--- src/rtl/npu_result_pkg.sv ---
// Shared types and register map for the NPU result capture block.
package npu_result_pkg;

  typedef enum logic [1:0] {IDLE, COLLECT, FLUSH, DONE} state_t;

  localparam logic [1:0] ADDR_FIFO     = 2'd0;
  localparam logic [1:0] ADDR_STATUS   = 2'd1;
  localparam logic [1:0] ADDR_BYTE_CNT = 2'd2;
  localparam logic [1:0] ADDR_ARGMAX   = 2'd3;

  localparam int ST_OVERFLOW = 31;
  localparam int ST_DONE     = 30;
  localparam int ST_EMPTY    = 29;
  localparam int ST_FULL     = 28;
  localparam int ST_LATE_ERR = 27;

endpackage

--- src/rtl/npu_result_capture_if.sv ---
// Result byte stream, control pulse and Avalon-MM read slave of the result capture block.
interface npu_result_capture_if;
  logic [7:0]  d_out;
  logic        d_out_valid;
  logic        clr;
  logic        chipselect;
  logic        read;
  logic [1:0]  address;
  logic [31:0] readdata;
  logic        done_irq;

  modport master (output d_out, d_out_valid, clr, chipselect, read, address,
                  input  readdata, done_irq);
  modport slave  (input  d_out, d_out_valid, clr, chipselect, read, address,
                  output readdata, done_irq);
endinterface

--- src/rtl/npu_result_capture_fifo.sv ---
// Synchronous show-ahead FIFO; a pop while full frees the slot for a same-cycle push.
module result_fifo #(
  parameter int DEPTH = 16,
  parameter int W     = 32,
  localparam int AW   = $clog2(DEPTH)
) (
  input  logic          clk,
  input  logic          rst,
  input  logic          push_i,
  input  logic [W-1:0]  data_i,
  input  logic          pop_i,
  output logic [W-1:0]  head_o,
  output logic [AW:0]   count_o,
  output logic          full_o,
  output logic          empty_o
);
  logic [W-1:0]  mem_q [DEPTH];
  logic [AW-1:0] wr_q, rd_q;
  logic [AW:0]   cnt_q, cnt_d;
  logic          do_push, do_pop;

  assign empty_o = (cnt_q == '0);
  assign full_o  = (cnt_q == (AW+1)'(DEPTH));
  assign do_pop  = pop_i & ~empty_o;
  assign do_push = push_i & (~full_o | do_pop);
  assign head_o  = mem_q[rd_q];
  assign count_o = cnt_q;

  always_comb begin
    cnt_d = cnt_q;
    case ({do_push, do_pop})
      2'b10:   cnt_d = cnt_q + {{AW{1'b0}}, 1'b1};
      2'b01:   cnt_d = cnt_q - {{AW{1'b0}}, 1'b1};
      default: cnt_d = cnt_q;
    endcase
  end

  always_ff @(posedge clk or posedge rst) begin
    if (rst) begin
      wr_q  <= '0;
      rd_q  <= '0;
      cnt_q <= '0;
    end else begin
      if (do_push) wr_q <= wr_q + {{(AW-1){1'b0}}, 1'b1};
      if (do_pop)  rd_q <= rd_q + {{(AW-1){1'b0}}, 1'b1};
      cnt_q <= cnt_d;
    end
  end

  always_ff @(posedge clk) begin
    if (do_push) mem_q[wr_q] <= data_i;
  end
endmodule

--- src/rtl/npu_result_capture.sv ---
// Packs the NPU D_OUT byte stream into 32-bit words, buffers them and serves an Avalon read slave.
// Optional RESULT_ARGMAX_EN adds a running max/argmax tracker behind address 3.
module npu_result_capture
  import npu_result_pkg::*;
#(
  parameter int FIFO_DEPTH = 16,
  parameter int CLASS_CNT  = 10
) (
  input  logic                 clk,
  input  logic                 reset,
  npu_result_capture_if.slave  bus
);
  localparam int         CW  = $clog2(FIFO_DEPTH) + 1;
  localparam logic [7:0] CLS = 8'(CLASS_CNT);

  state_t      state_q, state_d;
  logic [7:0]  byte_cnt_q, byte_cnt_d;
  logic [1:0]  lane_q, lane_d;
  logic [23:0] pack_q, pack_d;
  logic        ovf_q, ovf_d, late_q, late_d;
  logic [31:0] rdata_q, rdata_d;

  logic        push, pop, rd_en, accept, late_byte;
  logic [31:0] push_data, head, status, argmax;
  logic [CW-1:0] fifo_count;
  logic        fifo_full, fifo_empty;

  // A byte is taken only while collecting and before the count reaches CLASS_CNT.
  assign accept    = bus.d_out_valid & ~bus.clr &
                     ((state_q == IDLE) || (state_q == COLLECT && byte_cnt_q != CLS));
  assign late_byte = bus.d_out_valid & ~bus.clr & (state_q == FLUSH || state_q == DONE);
  assign rd_en     = bus.chipselect & bus.read;
  assign pop       = rd_en & (bus.address == ADDR_FIFO) & ~fifo_empty;

  always_comb begin
    status = '0;
    status[ST_OVERFLOW] = ovf_q;
    status[ST_DONE]     = (state_q == DONE);
    status[ST_EMPTY]    = fifo_empty;
    status[ST_FULL]     = fifo_full;
    status[ST_LATE_ERR] = late_q;
    status[7:0]         = 8'(fifo_count);
  end

  always_comb begin
    state_d    = state_q;
    byte_cnt_d = byte_cnt_q;
    lane_d     = lane_q;
    pack_d     = pack_q;
    ovf_d      = ovf_q;
    late_d     = late_q;
    rdata_d    = rdata_q;
    push       = 1'b0;
    push_data  = '0;

    if (accept) begin
      byte_cnt_d = byte_cnt_q + 8'd1;
      if (lane_q == 2'd3) begin
        push      = 1'b1;
        push_data = {bus.d_out, pack_q};
        lane_d    = '0;
        pack_d    = '0;
      end else begin
        pack_d[8*lane_q +: 8] = bus.d_out;
        lane_d = lane_q + 2'd1;
      end
    end

    // Tail word is already zero-padded because lanes are cleared after every push.
    if (state_q == FLUSH) begin
      lane_d = '0;
      pack_d = '0;
      if (lane_q != 2'd0) begin
        push      = 1'b1;
        push_data = {8'h00, pack_q};
      end
    end

    case (state_q)
      IDLE:    if (accept) state_d = COLLECT;
      COLLECT: if (byte_cnt_q == CLS) state_d = FLUSH;
      FLUSH:   state_d = DONE;
      default: state_d = state_q;
    endcase

    if (late_byte) late_d = 1'b1;

    if (rd_en) begin
      case (bus.address)
        ADDR_FIFO:     rdata_d = fifo_empty ? 32'h0 : head;
        ADDR_STATUS:   rdata_d = status;
        ADDR_BYTE_CNT: rdata_d = {24'h0, byte_cnt_q};
        default:       rdata_d = argmax;
      endcase
    end

    // clr restarts the inference; words already in the FIFO stay for the host.
    if (bus.clr) begin
      state_d    = IDLE;
      byte_cnt_d = '0;
      lane_d     = '0;
      pack_d     = '0;
      late_d     = 1'b0;
      push       = 1'b0;
    end

    if (push & fifo_full & ~pop) ovf_d = 1'b1;
    if (bus.clr) ovf_d = 1'b0;
  end

  always_ff @(posedge clk or posedge reset) begin
    if (reset) begin
      state_q    <= IDLE;
      byte_cnt_q <= '0;
      lane_q     <= '0;
      pack_q     <= '0;
      ovf_q      <= 1'b0;
      late_q     <= 1'b0;
      rdata_q    <= '0;
    end else begin
      state_q    <= state_d;
      byte_cnt_q <= byte_cnt_d;
      lane_q     <= lane_d;
      pack_q     <= pack_d;
      ovf_q      <= ovf_d;
      late_q     <= late_d;
      rdata_q    <= rdata_d;
    end
  end

`ifdef RESULT_ARGMAX_EN
  logic [7:0] max_val_q;
  logic [3:0] max_idx_q;

  // Strict compare keeps the lower index on ties.
  always_ff @(posedge clk or posedge reset) begin
    if (reset) begin
      max_val_q <= '0;
      max_idx_q <= '0;
    end else if (bus.clr) begin
      max_val_q <= '0;
      max_idx_q <= '0;
    end else if (accept && bus.d_out > max_val_q) begin
      max_val_q <= bus.d_out;
      max_idx_q <= byte_cnt_q[3:0];
    end
  end

  assign argmax = {16'h0, max_val_q, 4'h0, max_idx_q};
`else
  assign argmax = 32'h0;
`endif

  result_fifo #(.DEPTH(FIFO_DEPTH), .W(32)) u_fifo (
    .clk     (clk),
    .rst     (reset),
    .push_i  (push),
    .data_i  (push_data),
    .pop_i   (pop),
    .head_o  (head),
    .count_o (fifo_count),
    .full_o  (fifo_full),
    .empty_o (fifo_empty)
  );

  assign bus.readdata = rdata_q;
  assign bus.done_irq = (state_q == DONE);
endmodule
--- src/flat_wrapper.sv ---
// flat-port wrapper written by rule: the top's interface ports become plain ports
module npu_result_capture_flat import npu_result_pkg::*;
#(
  parameter int FIFO_DEPTH = 16,
  parameter int CLASS_CNT  = 10
)
  (clk, reset, bus_d_out, bus_d_out_valid, bus_clr, bus_chipselect, bus_read, bus_address, bus_readdata, bus_done_irq);
  npu_result_capture_if bus_i ();
  input  logic clk;
  input  logic reset;
  input wire logic [$bits(bus_i.d_out)-1:0] bus_d_out;
  input wire logic [$bits(bus_i.d_out_valid)-1:0] bus_d_out_valid;
  input wire logic [$bits(bus_i.clr)-1:0] bus_clr;
  input wire logic [$bits(bus_i.chipselect)-1:0] bus_chipselect;
  input wire logic [$bits(bus_i.read)-1:0] bus_read;
  input wire logic [$bits(bus_i.address)-1:0] bus_address;
  output wire logic [$bits(bus_i.readdata)-1:0] bus_readdata;
  output wire logic [$bits(bus_i.done_irq)-1:0] bus_done_irq;
  assign bus_i.d_out = bus_d_out;
  assign bus_i.d_out_valid = bus_d_out_valid;
  assign bus_i.clr = bus_clr;
  assign bus_i.chipselect = bus_chipselect;
  assign bus_i.read = bus_read;
  assign bus_i.address = bus_address;
  assign bus_readdata = bus_i.readdata;
  assign bus_done_irq = bus_i.done_irq;
  npu_result_capture #(.FIFO_DEPTH(FIFO_DEPTH), .CLASS_CNT(CLASS_CNT)) u_core (.clk(clk), .reset(reset), .bus(bus_i));
endmodule
--- config.mk ---
export PLATFORM = sky130hd
export DESIGN_NAME = npu_result_capture_flat
export DESIGN_NICKNAME = d
export VERILOG_FILES = /design/src/rtl/npu_result_pkg.sv /design/src/rtl/npu_result_capture_if.sv /design/src/rtl/npu_result_capture_fifo.sv /design/src/rtl/npu_result_capture.sv /design/src/flat_wrapper.sv
export SDC_FILE = /design/constraint.sdc
export NUM_CORES = 1
export LEC_CHECK = 0
export BUFFER_PORTS_ARGS = -buffer_cell sky130_fd_sc_hd__buf_2
export CORE_AREA = 2 2 198 200
export DETAILED_ROUTE_END_ITERATION = 12
export DIE_AREA = 0 0 200 202
export PLACE_DENSITY = 0.78
export SLEW_MARGIN = 20
export SYNTH_ARGS = -nofsm -noshare
export SYNTH_HDL_FRONTEND = slang
export SYNTH_SLANG_ARGS = --single-unit
--- constraint.sdc ---
create_clock -name clk -period 6.7 [get_ports clk]
set_clock_uncertainty 0.1 [all_clocks]
set_input_delay 0.335 -clock clk [delete_from_list [all_inputs] [get_ports clk]]
set_output_delay 0.335 -clock clk [all_outputs]
set_load 0.03 [all_outputs]
---- Yosys cells after proc, flatten, opt, wreduce, memory -nomap -nowiden ----
Memory sizes are Yosys's and may differ from the RTL's.
Index checks and enable logic that the tools add are counted.
cells by class
  add/subtract/negate cells ............... 7
  equal/unequal tests ..................... 13
  shift-type cells ........................ 2
  mux-type cells .......................... 33
  bitwise operators ....................... 15
  reduce and logical (&&, ||, !) cells .... 14
operators by type and width
  operator                   count
  $mux W32                   5
  $mux W24                   4
  $pmux W32 S3               1
  $neg A5 Y34                1
  $shift A8 B34 Y24 const A  1
  $shiftx A8 B34 Y24         1
  $bwmux W24                 1
  $mux W8                    2
  $mux W2                    7
  $mux W1                    11
  $and A1 B1 Y1              10
  $eq A2 B2 Y1 const B       5
  $pmux W5 S2                1
  $reduce_bool A2 Y1         5
  $add A4 B1 Y4 const B      2
  $add A8 B1 Y8 const B      1
  $eq A8 B4 Y1 const B       1
  $ne A8 B4 Y1 const B       1
  $eq A2 B1 Y1 const B       3
  $pmux W2 S3                1
  $add A5 B1 Y5 const B      1
  $eq A5 B5 Y1 const B       1
  $logic_not A5 Y1           1
  $sub A5 B1 Y5 const B      1
  other kinds (11)           16
storage, ports and cells
  flip-flop bits (word level) ............. 83
  bits in writable memories ............... 512
  output and inout port bits .............. 33
  memories kept ........................... 1
memories
  name                 words  width  rd ports  clocked after memory_dff  wr ports  RTL line                       source
  u_core.u_fifo.mem_q  16     32     1         0                         1         npu_result_capture_fifo.sv:17  logic [W-1:0] mem_q [DEPTH];

---- Logic depth before layout (Yosys ltp) ----
  word-level depth ........................ 12
  mapped depth ............................ 12
  mapped depth without buffers ............ 12

---- By module ----
From an unflattened synthesis, not the netlist that was laid out.
second synthesis, totals
  cells, all modules ...................... 1173
  area total of the unflattened synthesis .. 23782.8 um^2
by module, submodules not included
  module              times used  cells each  area an instance (um^2)
  result_fifo         1           825         20211.9
  npu_result_capture  1           348         3570.9

---- Least setup slack after synthesis ----
No wires, ideal clock.
  path type ............................... reg-to-reg
  from .................................... register u_core.state_q[0]
  to ...................................... memory u_core.u_fifo.mem_q[3][0], enable pin
  setup time .............................. 0.501 ns
  arrival time ............................ 4.624 ns
  required time ........................... 6.099 ns
  slack ................................... 1.475 ns
  cell stages (with the launch flop) ...... 8
  path buffers ............................ 0
  path through ............................ dfrtp_1 > inv_1 > ha_1 > nor2_1 > and4bb_2 > a21o_1 > o21ai_2 > nor4_1
on the way
  longest elaborated chain between the ends .. 11
  elaborated cells on any way between the ends .. 13
RTL lines
  item                               RTL line                       source
  from (decl)                        npu_result_capture.sv:16       state_t state_q, state_d;
  from (signal assigned)             npu_result_capture.sv:121      state_q <= state_d;
  $eq A2 B1 Y1                       npu_result_capture.sv:30       ((state_q == IDLE) || (state_q == COLLECT && byte_cnt_q != CLS));
  $logic_and A1 B1 Y1                npu_result_capture.sv:30
  $logic_or A1 B1 Y1                 npu_result_capture.sv:30
  $and A1 B1 Y1                      npu_result_capture.sv:29       assign accept = bus.d_out_valid & ~bus.clr &
  $mux W1                            npu_result_capture.sv:56       if (accept) begin
  $mux W1                            npu_result_capture.sv:73       if (lane_q != 2'd0) begin
  $mux W1 (*)                        npu_result_capture.sv:70       if (state_q == FLUSH) begin
  $mux W1 (*)                        npu_result_capture.sv:98       if (bus.clr) begin
  $and A1 B1 Y1 (*)                  npu_result_capture_fifo.sv:25  assign do_push = push_i & (~full_o | do_pop);
  $mux W1 (*)                        npu_result_capture_fifo.sv:51  if (do_push) mem_q[wr_q] <= data_i;
  $mux W1 (implied by the code) (*)  npu_result_capture_fifo.sv:51
  to (decl)                          npu_result_capture_fifo.sv:17
Every way passes the cells marked *; elsewhere a longest branch is shown, timed or not.

---- Worst setup path after layout ----
  from .................................... register u_core.state_q[0]
  to ...................................... memory u_core.u_fifo.mem_q[14][29], enable pin
The elaborated chain is that of the path after synthesis.

==> summary.txt <==
Synthesis
  • Area leader, netlist: edfxtp_1
  • YS warnings: 0
  • Largest family of logic cells by synthesized area: multiplexers
  • Seq/Total Area, Yosys: 74.6%
  • Syn Std Cell Area: 23400 sq um
  • Synth top area share: 65.7%
  • Synthesized flop and latch total: 595
  • FFs w/ async S/R, synth: 13.9%
  • Simple-Gate Fraction of Synth Area: 3.90%
  • Xor and xnor area share after synthesis: 0.524%
  • Post-Syn Area per Cell: 20.0 sq um
  • Post-Synth Adder-Cell Area: 0.910%
  • Number of synthesized flops with an enable pin: 512
  • Top_reg_cell synth: edfxtp_1
  • Netlist cell types: 52
  • Post-synthesis compound-gate area fraction: 3.16%
  • Synthesized net count: 1203
  • Mapped Cells: 1170
  • Mux share of post-synthesis cell area: 15.3%
  • Largest cells by area after synthesis: edfxtp_1 66%, mux4_2 15%, dfrtp_1 8.9%, ha_1 0.91%, nor2_1 0.82%

Setup path
  • Cells along the critical path: inv_1 > ha_1 > nor2_1 > and4bb_2 > a21oi_1 > a21oi_1 > nand3_1 > nor2_4 > buf_16
  • Worst EP required: 6.90 ns
  • Worst reg-to-reg path cell count: 9
  • Crit path launch type: register
  • Buf+Inv Stages, Crit Path: 2
  • Crit path max-delay family: simple AND/OR/NAND/NOR gates
  • Cell count along the critical path: 9
  • Setup CP Type: register to register
  • Crit Path Max Fanout: 17
  • Most used cell, CP: a21oi_1
  • Slowest stage cell on the critical path: nor2_4
  • Critical Path AT: 4.01 ns
  • Critical path's largest stage delay: 0.64 ns
  • CP Capture Type: register

STA
  • Final setup violating endpoints: 0
  • Fmax: 0.262 GHz
  • Crit path time final: 3.81 ns
  • Final period util: 56.9%
  • Setup tns final: 0 ns
  • Slew Viols, Final: 0
  • RSZ-0062 raised after global routing: false
  • Max-slew headroom: 25.2%
  • Final hold violation count: 0
  • Slew @ Worst Pin: 1.12 ns

Clocking
  • Post CTS Setup Buffer Count: 0
  • Num CTS Buffers: 57
  • Clk_lat worst skew: 0.61 ns
  • Root Buffer: clkbuf_16
  • Max Root-Sink Buffers: 3
  • H-tree levels: 2
  • Clock transition at the register clock pins on the worst setup and hold paths after CTS: 0.06 ns
  • CTS tree: built
  • Clk sink count: 595

Floorplanning
  • Ports: 49
  • Die Span Y: 202 um
  • Initial core utilization: 61.1%
  • Die width: 200 um
  • Row Count: 72
  • Die area: 40400 sq um
  • CORE AREA: 38300 sq um

Layout
  • Commonest non-fill, non-tap cell in the layout: edfxtp_1
  • Commonest non-fill, non-tap cells in the layout: 512 x edfxtp_1, 154 x mux4_2, 79 x dfrtp_1, 58 x clkbuf_16, 48 x buf_2
  • Design Area, Final: 26500 sq um
  • Share of cells above drive strength 1: 28.0%
  • Nets: 1293
  • Area grow syn2layout: 13.4%
  • Fill cell count: 2287
  • ANT cells: 0

Power
  • VDD IR max: 0.287 mV
  • Pleak: 8.42 nW
  • Pwr Density: 350 nW/um^2

Routing
  • Routed Wire Length: 51900 um
  • Post-DR vias/cell: 6.52
  • Post-DRT Antenna Nets: 0
  • DRT Pass-1 Iters: 5
  • Wirelength per Cell: 28.4 um
  • DRC: 0
  • Vias: 11900
  • 1st-iter DRT viols: 1330

Run status
  • Status: finished, final reports clean

Place
  • IO Port Bufs: 48
  • Area post-placement: 24400 sq um
  • Post-detailed-placement half-perimeter wirelength: 27800 um
  • GPL Wtd Cong: 0.848

Flow run
  • Number of max-cap violations: 0

Global route
  • Global-route usage over all layers: 26.9%
  • Largest net degree at the start of global routing: 76
  • GRT Residual Overflow: 0
  • Antenna violations before repair: 0
  • First-pass GRT wire length: 77600 um
  • Vias in the first global route: 12100

Min path
  • Min-delay worst type: input pin to register
  • Hold Crit Depth: 2
power by group:
part	switching (mW)	total (mW)	leakage, nW	internal (mW)
logic	0.840	1.61	2.02	0.772
clock network	1.39	3.28	0.955	1.89
registers	0.296	4.40	5.44	4.10
total	2.52	9.29	8.42	6.76
timing repair:
action | 4_1_cts | 5_1_grt
endpoints found under the hold margin | 27 | 0
resized for setup | 0 | 0
hold buffers | 11 | 0
per-stage QoR:
step	power, mW	hold WS (ns)	util [%]	instances	setup slack (ns)
after floorplan	5.63	0.332	-	1170	1.47
after global placement	6.04	0.150	63.6	1705	2.98
after detailed placement	6.08	0.154	63.7	1706	2.83
after CTS	9.33	0.00532	69.1	1825	2.80
after global routing	9.60	0.0191	69.2	1827	2.72
final	9.29	0.0251	69.2	1827	2.89
worst paths after layout:
| path | start | to | slack (ns) |
|---|---|---|---|
| min in group asynchronous | reset | u_core.bus.readdata[26] | 0.09 |
| min reg2reg | u_core.bus.readdata[29] | u_core.bus.readdata[29] | 0.38 |
| max reg2reg | u_core.state_q[0] | u_core.u_fifo.mem_q[14][29] | 2.89 |
| max | u_core.state_q[0] | u_core.u_fifo.mem_q[14][29] | 2.89 |
| max in group asynchronous | reset | u_core.u_fifo.rd_q[0] | 5.35 |
| min | bus_clr | u_core.byte_cnt_q[2] | 0.03 |
metal layers:
metal | track usage (%) | up-vias | part of all wire [%]
met4 | 7.25 | 0 | 2.1
met5 | 0 | - | 0
met3 | 4.39 | 83 | 8.1
met1 | 39.3 | 6326 | 40
met2 | 43.2 | 588 | 50
li1 | - | 4920 | -
final cells by class:
cell class	instances	area, sq um	share of cell area (%)
clock inverter	37	370	1.40
clock buffer	71	1590	6.00
multi-input combinational	486	5670	21.4
timing repair buffer	90	644	2.43
inverter	30	115	0.434
sequential	595	17500	65.9
tap	518	648	2.45
synthesized netlist by cell type, types with 5 or more instances:
cell and count:
and2_1 16, o21ai_0 32, clkbuf_1 39, a221o_1 6, nand2_1 41, xor2_1 5, dfrtp_1 83, buf_2 16
a22o_1 19, inv_1 30, nand4_1 5, or3_1 5, nor2b_1 16, a21oi_1 17, a211oi_1 12, nor4_1 7
a221oi_1 6, nand3_1 21, mux4_2 154, xnor2_1 9, nor2_1 51, edfxtp_1 512, mux2i_1 7, ha_1 17
nor3_1 7
logic make-up after synthesis:
group | after synthesis
compound gates | 107
buf+inv | 89
mux | 164
simple gates | 184
xor+xnor | 14
fa+ha+maj | 17
flops | 595
registers in the layout, indices dropped and copies added, names as in the netlist:
signal	cells
u_core.u_fifo.wr_q	4
u_core.late_q	1
u_core.state_q	2
u_core.lane_q	2
u_core.bus.readdata	32
u_core.byte_cnt_q	8
u_core.u_fifo.mem_q	512
u_core.u_fifo.rd_q	4
u_core.ovf_q	1
u_core.pack_q	24
u_core.u_fifo.count_o	5
Power figures use the tool's default switching activity.
